==> config.mk <==
export PLATFORM = sky130hd
export DESIGN_NAME = adg715_i2c_writer
export DESIGN_NICKNAME = d
export VERILOG_FILES = /design/src/rtl/adg715_pkg.sv /design/src/rtl/adg715_i2c_writer_qtr_tick.sv /design/src/rtl/adg715_i2c_writer.sv
export SDC_FILE = /design/constraint.sdc
export NUM_CORES = 1
export LEC_CHECK = 0
export ABC_AREA = 1
export BUFFER_PORTS_ARGS = -buffer_cell sky130_fd_sc_hd__buf_4
export CAP_MARGIN = 20
export CORE_MARGIN = 10
export CORE_UTILIZATION = 63
export DETAILED_ROUTE_END_ITERATION = 12
export PLACE_DENSITY = 0.85
export SYNTH_ARGS = -nofsm -noshare
export SYNTH_HDL_FRONTEND = slang
export SYNTH_SLANG_ARGS = --single-unit
export TNS_END_PERCENT = 20
==> constraint.sdc <==
create_clock -name clk -period 4.6 [get_ports clk]
set_clock_uncertainty 0.2 [all_clocks]
set_input_delay 0.92 -clock clk [delete_from_list [all_inputs] [get_ports clk]]
set_output_delay 0.92 -clock clk [all_outputs]
set_load 0.1 [all_outputs]
==> src/rtl/adg715_pkg.sv <==
// Shared types and constants for the ADG715 I2C write master.
package adg715_pkg;

  typedef enum logic [3:0] {
    S_RSTHOLD,
    S_IDLE,
    S_START,
    S_ADDR,
    S_ACK1,
    S_DATA,
    S_ACK2,
    S_STOP,
    S_DONE
  } state_t;

  localparam logic [4:0] ADG715_PREFIX  = 5'b10010;
  localparam int         QTR_CYCLES_DEF = 63;
  localparam int         RST_HOLD_DEF   = 100;

  function automatic logic [7:0] addr_byte(input logic [1:0] a);
    return {ADG715_PREFIX, a, 1'b0};
  endfunction

  function automatic logic [7:0] switch_byte(input logic [2:0] ch);
    return 8'h01 << ch;
  endfunction

endpackage

==> src/rtl/adg715_i2c_writer_qtr_tick.sv <==
// SCL quarter-period divider: one-cycle tick at every quarter boundary plus
// the 2-bit quarter index within the current bit-time.
module i2c_qtr_tick #(
  parameter int QTR_CYCLES = 63
) (
  input  logic       clk,
  input  logic       reset_n,
  input  logic       clr,
  input  logic       en,
  output logic       tick,
  output logic [1:0] qtr
);

  localparam int CW = $clog2(QTR_CYCLES);

  logic [CW-1:0] cnt;

  assign tick = en && (cnt == CW'(QTR_CYCLES - 1));

  always_ff @(posedge clk or negedge reset_n) begin
    if (!reset_n) begin
      cnt <= '0;
      qtr <= 2'd0;
    end else if (clr) begin
      cnt <= '0;
      qtr <= 2'd0;
    end else if (en) begin
      if (tick) begin
        cnt <= '0;
        qtr <= qtr + 2'd1;
      end else begin
        cnt <= cnt + 1'b1;
      end
    end
  end

endmodule

==> src/rtl/adg715_i2c_writer.sv <==
// I2C write master for ADG715 switches: one address+switch byte write per
// accepted request, plus the switches' post-reset hold on RESET_ASW.
module adg715_i2c_writer
  import adg715_pkg::*;
#(
  parameter int QTR_CYCLES = QTR_CYCLES_DEF,
  parameter int RST_HOLD   = RST_HOLD_DEF
) (
  input  logic       clk,
  input  logic       reset_n,
  input  logic       startflag,
  input  logic [1:0] ASW_Addr,
  input  logic [2:0] ASW_Channel,
  input  logic       SDA_ASW_i,
  output logic       SDA_ASW_oe,
  output logic       SCL_ASW,
  output logic       RESET_ASW,
  output logic       busy,
  output logic       Stopflag,
  output logic       nack
);

  localparam int RCW = $clog2(RST_HOLD + 1);

  state_t         state, state_nx;
  logic [1:0]     addr_q;
  logic [2:0]     ch_q;
  logic [2:0]     bit_idx;
  logic           nack_r;
  logic           sda_meta, sda_sync;
  logic [RCW-1:0] rst_cnt;
  logic [7:0]     tx_byte;
  logic           tick, accept, active, bit_end;
  logic [1:0]     qtr;

  assign accept  = (state == S_IDLE) && startflag;
  assign active  = (state inside {S_START, S_ADDR, S_ACK1, S_DATA, S_ACK2, S_STOP});
  assign bit_end = tick && (qtr == 2'd3);

  assign busy      = (state != S_IDLE);
  assign RESET_ASW = (state != S_RSTHOLD);
  assign Stopflag  = (state == S_DONE);
  assign nack      = (state == S_DONE) && nack_r;

  i2c_qtr_tick #(.QTR_CYCLES(QTR_CYCLES)) u_qtr (
    .clk     (clk),
    .reset_n (reset_n),
    .clr     (accept),
    .en      (active),
    .tick    (tick),
    .qtr     (qtr)
  );

  always_ff @(posedge clk or negedge reset_n) begin
    if (!reset_n) begin
      state    <= S_RSTHOLD;
      addr_q   <= 2'd0;
      ch_q     <= 3'd0;
      bit_idx  <= 3'd7;
      nack_r   <= 1'b0;
      sda_meta <= 1'b1;
      sda_sync <= 1'b1;
      rst_cnt  <= '0;
    end else begin
      state    <= state_nx;
      sda_meta <= SDA_ASW_i;
      sda_sync <= sda_meta;
      if (state == S_RSTHOLD) rst_cnt <= rst_cnt + 1'b1;
      if (accept) begin
        addr_q  <= ASW_Addr;
        ch_q    <= ASW_Channel;
        nack_r  <= 1'b0;
        bit_idx <= 3'd7;
      end
      // bit_idx wraps 0 -> 7 at the end of ADDR, ready for DATA
      if ((state == S_ADDR || state == S_DATA) && bit_end) bit_idx <= bit_idx - 3'd1;
      if ((state == S_ACK1 || state == S_ACK2) && tick && qtr == 2'd2 && sda_sync)
        nack_r <= 1'b1;
    end
  end

  always_comb begin
    state_nx = state;
    case (state)
      S_RSTHOLD: if (rst_cnt == RCW'(RST_HOLD - 1)) state_nx = S_IDLE;
      S_IDLE:    if (startflag) state_nx = S_START;
      S_START:   if (bit_end) state_nx = S_ADDR;
      S_ADDR:    if (bit_end && bit_idx == 3'd0) state_nx = S_ACK1;
      S_ACK1:    if (bit_end) state_nx = S_DATA;
      S_DATA:    if (bit_end && bit_idx == 3'd0) state_nx = S_ACK2;
      S_ACK2:    if (bit_end) state_nx = S_STOP;
      S_STOP:    if (bit_end) state_nx = S_DONE;
      S_DONE:    state_nx = S_IDLE;
      default:   state_nx = S_IDLE;
    endcase
  end

  // Bus drive: SCL high in q1-q2 of data/ACK bits; SDA only changes with SCL low
  always_comb begin
    tx_byte    = (state == S_DATA) ? switch_byte(ch_q) : addr_byte(addr_q);
    SCL_ASW    = 1'b1;
    SDA_ASW_oe = 1'b0;
    case (state)
      S_START: SDA_ASW_oe = qtr[1];
      S_ADDR, S_DATA: begin
        SCL_ASW    = qtr[1] ^ qtr[0];
        SDA_ASW_oe = ~tx_byte[bit_idx];
      end
      S_ACK1, S_ACK2: SCL_ASW = qtr[1] ^ qtr[0];
      S_STOP: begin
        SCL_ASW    = (qtr != 2'd0);
        SDA_ASW_oe = ~qtr[1];
      end
      default: ;
    endcase
  end

endmodule

==> results of run 1 <==
==> sequential cells by signal, indices dropped and copies added (netlist names) <==
register,flops
rst_cnt,7
u_qtr.cnt,6
state,4
bit_idx,3
ch_q,3
addr_q,2
u_qtr.qtr,2
nack_r,1
sda_meta,1
sda_sync,1
==> where the power goes <==
part,switching [mW],leakage [nW],internal [mW]
Sequential,0.000346,0.382,0.265
Clock,0.0918,0.0353,0.0740
Combinational,0.00582,0.479,0.00428
==> through the flow <==
stage | setup WS, ns | util [%] | area (um2) | cells | hold slack, ns
2_1_floorplan | 0.6822 | - | 1697 | 203 | 0.1452
5_1_grt | 1.483 | 74.55 | 1881 | 253 | 0.1685
3_5_place_dp | 2.031 | 72.17 | 1821 | 245 | 0.1565
6_report | 1.680 | 74.55 | 1881 | 253 | 0.1647
3_3_place_gp | 2.071 | 72.17 | 1821 | 245 | 0.1481
4_1_cts | 1.670 | 74.55 | 1881 | 253 | 0.1688
==> worst max-delay path, stage by stage, from the launching register on <==
cell	delay, ns
dfrtp_1	0.53
inv_1	0.08
nand2_1	0.07
nor2_1	0.05
nor2_2	0.21
a21oi_1	0.10
a21oi_1	0.12
buf_4	0.30
==> cells in the mapped netlist, drive strengths merged <==
cell type / count
a21boi: 2
a21oi: 5
buf: 2
dfrtp: 25
dfstp: 5
ha: 8
inv: 23
nand2: 52
nand3: 18
nand3b: 2
nand4: 5
nor2: 28
nor3: 2
nor4: 1
o211ai: 1
o21ai: 10
o31ai: 1
xnor2: 7
xor2: 6
==> layer usage <==
layer | share of wire [%] | track usage (%)
met4 | 2.0 | 6.452
met3 | 4.5 | 3.719
met5 | 0 | 0
met1 | 45 | 16.53
met2 | 49 | 22.94
==> layout by cell type, fill, tap and decap left out, types with 6 or more instances in the layout <==
cell and instances:
nand3_1 16, o21ai_0 9, xnor2_1 7, inv_1 18, xor2_1 6, ha_1 8
dfrtp_1 25, buf_4 14, nor2_1 22, nand2_1 47
==> cell type report <==
type	count	area share [%]
multi-input cells	148	44.38
flip-flops and latches	30	40.25
repair buffers	14	5.589
inverters	23	4.591
clock buffers	7	2.927
well taps	30	1.996
clock inverters	1	0.2661
==> cells by family (layout without fill, tap and decap cells) <==
logic type / after synthesis / in the layout
buffers and inverters: 25 / 45
xor gates and xnor gates: 13 / 13
DFF: 30 / 30
AOI/OAI and AO/OA: 19 / 19
adders and majority gates: 8 / 8
and+or+nand+nor: 108 / 108
==> worst paths after layout <==
kind	slack (ns)	to	start	cells after the start
max in group asynchronous	3.58	sda_sync	reset_n	1
min in group asynchronous	0.28	u_qtr.cnt[2]	reset_n	1
worst max-delay path	1.68	SCL_ASW	state[2]	7
worst max register to register	2.73	state[2]	u_qtr.cnt[0]	9
worst min-delay path	0.16	sda_sync	sda_meta	0
worst min register to register	0.16	sda_sync	sda_meta	0
==> flow_summary.yaml, run 1 <==
status:
  status: "completed"
sta:
  fin_crit_sh_pct: 63.48
  rsz0062_at_grt: "false"
  slew_violations: 0
  hold_viol_final: 0
  setup_viol: 0
  fin_crit_ns: 2.920
  fin_setup_tns_ns: 0
  worst_slew_pin_slew_ns: 0.3725
  fmax_ghz: 0.3424
  slew_headroom_pct: 75.16
floorplan:
  ios: 15
  dieArea_mm2: 0.005155
  rows: 18
  fp.dieW_um: 71.80
  die_y_um: 71.80
  initial_core_util_pct: 67.01
  coreArea_mm2: 0.002522
synthesis:
  synth-simple-area-share_pct: 29.90
  synth_cells: 203
  syn_avg_cell_area_um2: 8.327
  ys_types: 28
  synth_seq_cells: 30
  synth-xor-area-share_pct: 6.736
  muxShareOfSynthArea_pct: 0
  synth_compound_area_share_pct: 6.440
  synth_seq_area_share_pct: 44.78
  synth_top_family_by_area: "simple AND/OR/NAND/NOR gates"
  synth_largest_area_cell: "dfrtp_1"
  synthAdderAreaFrac_pct: 5.922
  synth_area_mm2: 0.001690
  yosys-top-cells-area: "dfrtp_1, nand2_1, dfstp_2, ha_1, nor2_1"
  synth_nets: 220
  synth_warnings: 0
  synth_top_area_share_pct: 37.01
placed_design:
  place_congestion: 0.8781
  portBuffers: 14
  hpwl_um: 2440
finish:
  area_growth_pct: 11.25
  drive_gt1_share_pct: 20.63
  multiInputGateArea_um2: 834.6
  fillers: 203
  n_antenna_cell: 0
  seq_area_um2: 757.0
  fin_nets: 239
global_route:
  grtUsageTotal_pct: 13.97
  grt_antenna_before_repair: 0
  grt_pass1_vias: 1365
  grt_start_max_net_pins: 31
  globalRouteOverflowTotal: 0
  grt_pass1_wl_um: 5940
cts:
  clock_sinks: 30
  insertion_delay_ns: 0.34
  ctsHoldBuffers: 0
  clock-root-buffer: "clkbuf_4"
  ctsHtreeMaxLevel: 2
  ctsResizeCount: 0
  cts_inserted_buffers: 5
  tritoncts: "yes"
  cts_setup_buffers: 0
  path_clk_slew_ns: 0.08
  cts_max_path_buffers: 2
drt:
  viasPerCell: 5.395
  firstDrtPassIters: 4
  drt-initial-drc-count: 127
  wl_per_cell_um: 12.94
  antenna_left: 0
  wl_um: 3275
  num_vias: 1365
  drcViolationCount: 0
power:
  ir_worst_vdd_mv: 0.2503
  p_per_area_mw_per_mm2: 234.8
  fin_total_pwr_mw: 0.4415
  p_leak_nw: 0.8964
critical_path:
  worstSetupPathType: "flop to primary output"
  cp_data_arrival_time_ns: 1.80
  cp.required_ns: 3.48
  startpoint_type: "flop"
  cp_max_fo: 8
  cp-end-kind: "primary output"
flow_run:
  max-cap-violations: 0
worst_hold_path:
  hold_class: "flop to flop"
No activity file was read; power rests on OpenSTA's default activity.
==> run 2, diff against run 1 <==
--- a/config.mk
+++ b/config.mk
@@ -5,13 +5,13 @@
 export SDC_FILE = /design/constraint.sdc
 export NUM_CORES = 1
 export LEC_CHECK = 0
-export ABC_AREA = 1
+export ABC_AREA = 0
 export BUFFER_PORTS_ARGS = -buffer_cell sky130_fd_sc_hd__buf_4
 export CAP_MARGIN = 20
 export CORE_MARGIN = 10
-export CORE_UTILIZATION = 63
+export CORE_UTILIZATION = 58
 export DETAILED_ROUTE_END_ITERATION = 12
-export PLACE_DENSITY = 0.85
+export PLACE_DENSITY = 0.79
 export SYNTH_ARGS = -nofsm -noshare
 export SYNTH_HDL_FRONTEND = slang
 export SYNTH_SLANG_ARGS = --single-unit
==> constraint.sdc (replaced) <==
create_clock -name clk -period 2.8 [get_ports clk]
set_clock_uncertainty 0.2 [all_clocks]
set_input_delay 0.56 -clock clk [delete_from_list [all_inputs] [get_ports clk]]
set_output_delay 0.56 -clock clk [all_outputs]
set_load 0.1 [all_outputs]
==> run 2 against run 1 <==
  * Highest routed layer unchanged
  * Combinational power rose by 93%
  * Clock power rose to 2.8 times the previous value
  * Clock-buffer cell count fell by 1
  * Largest power group is now the clock network
==> flow_summary.yaml, run 2 <==
power:
  p_seq_share_pct: 47.6
  p_per_area_mw_per_mm2: 453.1
  p_sw_share_pct: 18.56
  power_frac_comb_pct: 2.1
  ir_worst_vdd_mv: 0.3591
  p_leak_nw: 0.9167
  p_clk_share_pct: 50.3
  power.switching_mw: 0.1703
  p_int_mw: 0.7470
finish:
  area_growth_pct: 16.32
  max_flop_register: "rst_cnt"
  multiInputGateArea_um2: 934.6
  reg_top3: "rst_cnt (7), u_qtr.cnt (6), state (4)"
  layout_common_cells: "dfrtp_1, buf_4, nor2_1"
  final_cell_area_mm2: 0.002024
  fillers: 209
  n_antenna_cell: 0
  largest_reg_flops: 7
  drive_gt1_share_pct: 25.67
  seq_area_um2: 757.0
  mostFrequentLayoutCell: "dfrtp_1"
  fin_nets: 203
sta:
  setup_viol: 0
  fin_setup_tns_ns: 0
  worst_slew_pin_slew_ns: 0.6340
  fin_crit_sh_pct: 96.47
  fin_crit_ns: 2.701
  hold_viol_final: 0
  slew_headroom_pct: 57.73
  worst_slack_ns: 0.09897
  slew_violations: 0
  fmax_ghz: 0.3702
  rsz0062_at_grt: "false"
floorplan:
  rows: 19
  fp.dieW_um: 74.78
  coreArea_mm2: 0.002805
  ios: 15
  die_y_um: 74.78
  dieArea_mm2: 0.005592
  initial_core_util_pct: 62.04
global_route:
  grt_start_max_net_pins: 31
  grtUsageTotal_pct: 12.78
  grt_pass1_wl_um: 5306
  grt_pass1_vias: 1162
  globalRouteOverflowTotal: 0
  grt_antenna_before_repair: 0
cts:
  cts_inserted_buffers: 5
  ctsResizeCount: 0
  tritoncts: "yes"
  clock-root-buffer: "clkbuf_4"
  path_clk_slew_ns: 0.10
  insertion_delay_ns: 0.35
  clock_sinks: 30
  cts_max_path_buffers: 2
  ctsHtreeMaxLevel: 2
synthesis:
  synth_cells: 169
  syn_avg_cell_area_um2: 10.30
  yosysMostFrequentCell: "dfrtp_1"
  synth_nets: 186
  yosys-top-cells-area: "dfrtp_1, dfstp_2, ha_1, xnor2_1, mux2_2"
  synth_largest_area_cell: "dfrtp_1"
  ys_types: 48
  synth_seq_cells: 30
  synth_seq_area_share_pct: 43.49
  synth_edf_count: 0
  synth-async-reset-ratio_pct: 100.0
  synth_warnings: 0
  synth_common_cells: "dfrtp_1, nor2_1, nand2_1, xnor2_1, inv_1"
  synth-main-ff-cell: "dfrtp_1"
  synth_area_mm2: 0.001740
  synth_top_area_share_pct: 35.95
drt:
  wl_per_cell_um: 15.04
  drcViolationCount: 0
  viasPerCell: 5.780
  drt-initial-drc-count: 77
  firstDrtPassIters: 4
  wl_um: 3279
  num_vias: 1260
  antenna_left: 0
critical_path:
  startpoint_type: "flop"
  cp-end-kind: "primary output"
  critical_path.cell_chain: "xor2_1 > o41ai_1 > o31ai_4 > buf_4"
  cp_max_fo: 8
  reg2reg_depth: 3
  cp.depth: 4
  crit_slowest_cell: "dfstp_2"
  critPathTopFamily: "compound AO/OA/AOI/OAI gates"
  slowest_delay_ns: 0.61
  cp.required_ns: 2.04
  worstSetupPathType: "flop to primary output"
  path_buf_inv: 1
  cp_data_arrival_time_ns: 1.94
placed_design:
  place_ws_ns: 0.4377
  hpwl_um: 2465
  placed_cell_area_mm2: 0.001903
  place_congestion: 0.8181
  portBuffers: 14
status:
  status: "completed"
flow_run:
  max-cap-violations: 0
worst_hold_path:
  hold_depth: 1
  hold_class: "primary input to flop"
## run 2: metal layers
| metal | track usage [%] | part of all wire, % | vias to the layer above | wire (um) |
|---|---|---|---|---|
| li1 | - | - | 628 | - |
| met1 | 15.05 | 45 | 593 | 1477 |
| met2 | 19.12 | 46 | 32 | 1508 |
| met3 | 5.782 | 6.3 | 7 | 207 |
| met4 | 6.933 | 2.6 | 0 | 85 |
| met5 | 0 | 0 | - | 0 |
## run 2: path summary, 6_finish.rpt
path | start | to | slack [ns]
max | bit_idx[2] | SDA_ASW_oe | 0.1
min | SDA_ASW_i | sda_meta | 0.12
max reg2reg | state[3] | ch_q[0] | 0.55
min reg2reg | sda_meta | sda_sync | 0.16
max in group asynchronous | reset_n | bit_idx[0] | 1.62
min in group asynchronous | reset_n | state[2] | 0.47
## run 2: final cells by class
cell class / instances / share of cell area, %
inverter: 10 / 1.854
tap: 31 / 1.916
clock buffer: 6 / 2.534
clock inverter: 2 / 2.967
multi-input combinational: 120 / 46.17
timing repair buffer: 19 / 7.169
sequential: 30 / 37.39
## run 2: repair_timing
| item | 4_1_cts | 5_1_grt |
|---|---|---|
| setup buffers | 0 | 0 |
| hold buffers | 1 | 0 |
| hold endpoints to repair | 25 | 0 |
| setup endpoints to repair | 0 | 0 |
## run 2: kinds of logic after synthesis
group | after synthesis | share of synthesized area, %
multiplexers | 9 | 5.679
AND/OR/NAND/NOR | 60 | 20.99
flip-flops | 30 | 43.49
adder cells (fa/ha/maj) | 8 | 5.751
AO/OA/AOI/OAI | 28 | 12.01
XOR/XNOR | 15 | 7.548
buffers and inverters | 19 | 4.529
## run 2: through the flow
step                      hold WS (ns)  instances  util [%]  total power, mW
after floorplan                0.06441        169         -           0.4459
after detailed placement        0.1496        209     67.84           0.4638
after CTS                       0.1002        218     72.17           0.9281
after global routing           0.09405        218     72.17           0.9443
after global placement          0.1463        209     67.84           0.4631
final                           0.1197        218     72.17           0.9172
## run 2: power by group through the flow
stage	Combinational [mW]	Sequential (mW)	Clock (mW)
4_1_cts	0.0204	0.436	0.471
5_1_grt	0.0220	0.437	0.486
6_report	0.0195	0.436	0.461
3_3_place_gp	0.0186	0.444	0
3_5_place_dp	0.0193	0.445	0
2_1_floorplan	0.00153	0.444	0
==> run 3, diff against run 2 <==
--- a/config.mk
+++ b/config.mk
@@ -5,13 +5,14 @@
 export SDC_FILE = /design/constraint.sdc
 export NUM_CORES = 1
 export LEC_CHECK = 0
-export ABC_AREA = 0
+export ABC_AREA = 1
 export BUFFER_PORTS_ARGS = -buffer_cell sky130_fd_sc_hd__buf_4
 export CAP_MARGIN = 20
 export CORE_MARGIN = 10
 export CORE_UTILIZATION = 58
 export DETAILED_ROUTE_END_ITERATION = 12
 export PLACE_DENSITY = 0.79
+export SETUP_SLACK_MARGIN = 0.1
 export SYNTH_ARGS = -nofsm -noshare
 export SYNTH_HDL_FRONTEND = slang
 export SYNTH_SLANG_ARGS = --single-unit
==> run 3 against run 2 <==
  * Largest power group is now sequential cells
  * Design area is 5.7% lower
  * Clock power is 46% lower
  * Global-route usage is 1.2 points higher
  * First-iteration DRC count is 10% higher
  * Critical endpoint unchanged
  * Combinational power is 9% lower
==> flow_summary.yaml, run 3 (synthesis results as in run 1) <==
drt:
  drt-initial-drc-count: 85
  wl_um: 3395
  wl_per_cell_um: 13.26
  num_vias: 1378
  antenna_left: 0
  firstDrtPassIters: 4
  drcViolationCount: 0
  viasPerCell: 5.383
critical_path:
  path_buf_inv: 2
  cp.required_ns: 2.04
  critical_path.cell_chain: "inv_1 > o21ai_0 > nand2_1 > o211ai_1 > buf_4"
  cp_data_arrival_time_ns: 1.75
  crit_slowest_cell: "dfstp_2"
  r2r_start: "u_qtr.cnt[0]"
  startpoint_type: "flop"
  r2r_slack_ns: 0.91
  slowest_delay_ns: 0.56
  worstSetupPathType: "flop to primary output"
  crit_path_start: "bit_idx[1]"
  cp_max_fo: 6
  critPathTopFamily: "flip-flops"
  cp-end-kind: "primary output"
status:
  status: "completed"
cts:
  tritoncts: "yes"
  cts_inserted_buffers: 5
  path_clk_slew_ns: 0.09
  clock_sinks: 30
  insertion_delay_ns: 0.34
  ctsHtreeMaxLevel: 2
  cts_max_path_buffers: 2
  clock-root-buffer: "clkbuf_4"
placed_design:
  place_congestion: 0.9240
  hpwl_um: 2586
  portBuffers: 14
  dp.cells: 246
sta:
  fmax_ghz: 0.3984
  slew_headroom_pct: 74.78
  worst_slew_pin_slew_ns: 0.3784
  fin_crit_ns: 2.510
  hold_viol_final: 0
  fin_crit_sh_pct: 89.65
  slew_violations: 0
  rsz0062_at_grt: "false"
  setup_viol: 0
worst_hold_path:
  hp-start: "SDA_ASW_i"
  hold_class: "primary input to flop"
global_route:
  grt_pass1_vias: 1339
  grt_pass1_wl_um: 5968
  grtUsageTotal_pct: 13.98
  grt_antenna_before_repair: 0
  grt_start_max_net_pins: 31
  globalRouteOverflowTotal: 0
finish:
  layoutNonFillerInstCount: 256
  layout_common_cells: "nand2_1, dfrtp_1, nor2_1"
  drive_gt1_share_pct: 21.33
  multiInputGateArea_um2: 848.3
  fin_nets: 241
  largest_reg_flops: 7
  max_flop_register: "rst_cnt"
  reg_top3: "rst_cnt (7), u_qtr.cnt (6), state (4)"
  area_growth_pct: 12.88
  n_antenna_cell: 0
  seq_area_um2: 759.5
  mostFrequentLayoutCell: "nand2_1"
  fillers: 227
floorplan:
  die_y_um: 73.99
  ios: 15
  rows: 19
  fp.dieW_um: 73.99
  initial_core_util_pct: 60.77
  coreArea_mm2: 0.002781
  dieArea_mm2: 0.005474
power:
  power_frac_comb_pct: 2.5
  p_int_mw: 0.5435
  p_per_area_mw_per_mm2: 367.5
  power.switching_mw: 0.1577
  p_sw_share_pct: 22.50
  p_seq_share_pct: 62.2
  p_clk_share_pct: 35.2
  p_leak_nw: 0.8952
  fin_total_pwr_mw: 0.7012
  ir_worst_vdd_mv: 0.3174
flow_run:
  max-cap-violations: 0
==> run 3: area by class of cell <==
| class | count | area share (%) |
|---|---|---|
| inverter | 23 | 4.525 |
| clock buffer | 8 | 2.557 |
| sequential | 30 | 39.80 |
| multi-input combinational | 148 | 44.46 |
| timing repair buffer | 16 | 6.623 |
| tap | 31 | 2.033 |
==> run 3: repair_timing <==
item	in CTS	in global routing
setup buffers	0	1
gates resized for setup	0	3
endpoints found under the hold margin	25	0
hold buffers	1	0
endpoints found under the setup margin	0	1
==> run 3: path summary, 6_finish.rpt <==
path | depth (start not counted) | to
max | 5 | SDA_ASW_oe
max reg2reg | 9 | state[2]
min reg2reg | 0 | sda_sync
min in group asynchronous | 2 | u_qtr.cnt[3]
max in group asynchronous | 2 | sda_sync
min | 1 | sda_meta
==> run 3: power groups by stage <==
stage / registers [mW] / clock network (mW) / logic, mW
after floorplan: 0.444 / 0 / 0.0000278
after global placement: 0.444 / 0 / 0.0170
after detailed placement: 0.445 / 0 / 0.0175
after CTS: 0.436 / 0.258 / 0.0186
after global routing: 0.436 / 0.272 / 0.0198
final: 0.436 / 0.247 / 0.0178
==> run 3: metal layers <==
layer,GRT usage [%],part of all wire (%)
met4,7.453,1.8
met3,5.452,5.0
met2,20.55,47
met5,0,0
met1,17.31,46
==> run 3: through the flow <==
stage / hold WS [ns] / util [%] / setup TNS, ns / area [um2] / worst slack [ns]
after global routing: 0.1034 / 68.60 / 0 / 1908 / 0.1458
after CTS: 0.1114 / 68.11 / 0 / 1894 / 0.1739
final: 0.1258 / 68.60 / 0 / 1908 / 0.2898
after floorplan: 0.06441 / - / -0.5797 / 1710 / -0.3363
after global placement: 0.1464 / 65.99 / 0 / 1836 / 0.5894
after detailed placement: 0.1558 / 65.99 / 0 / 1836 / 0.5573
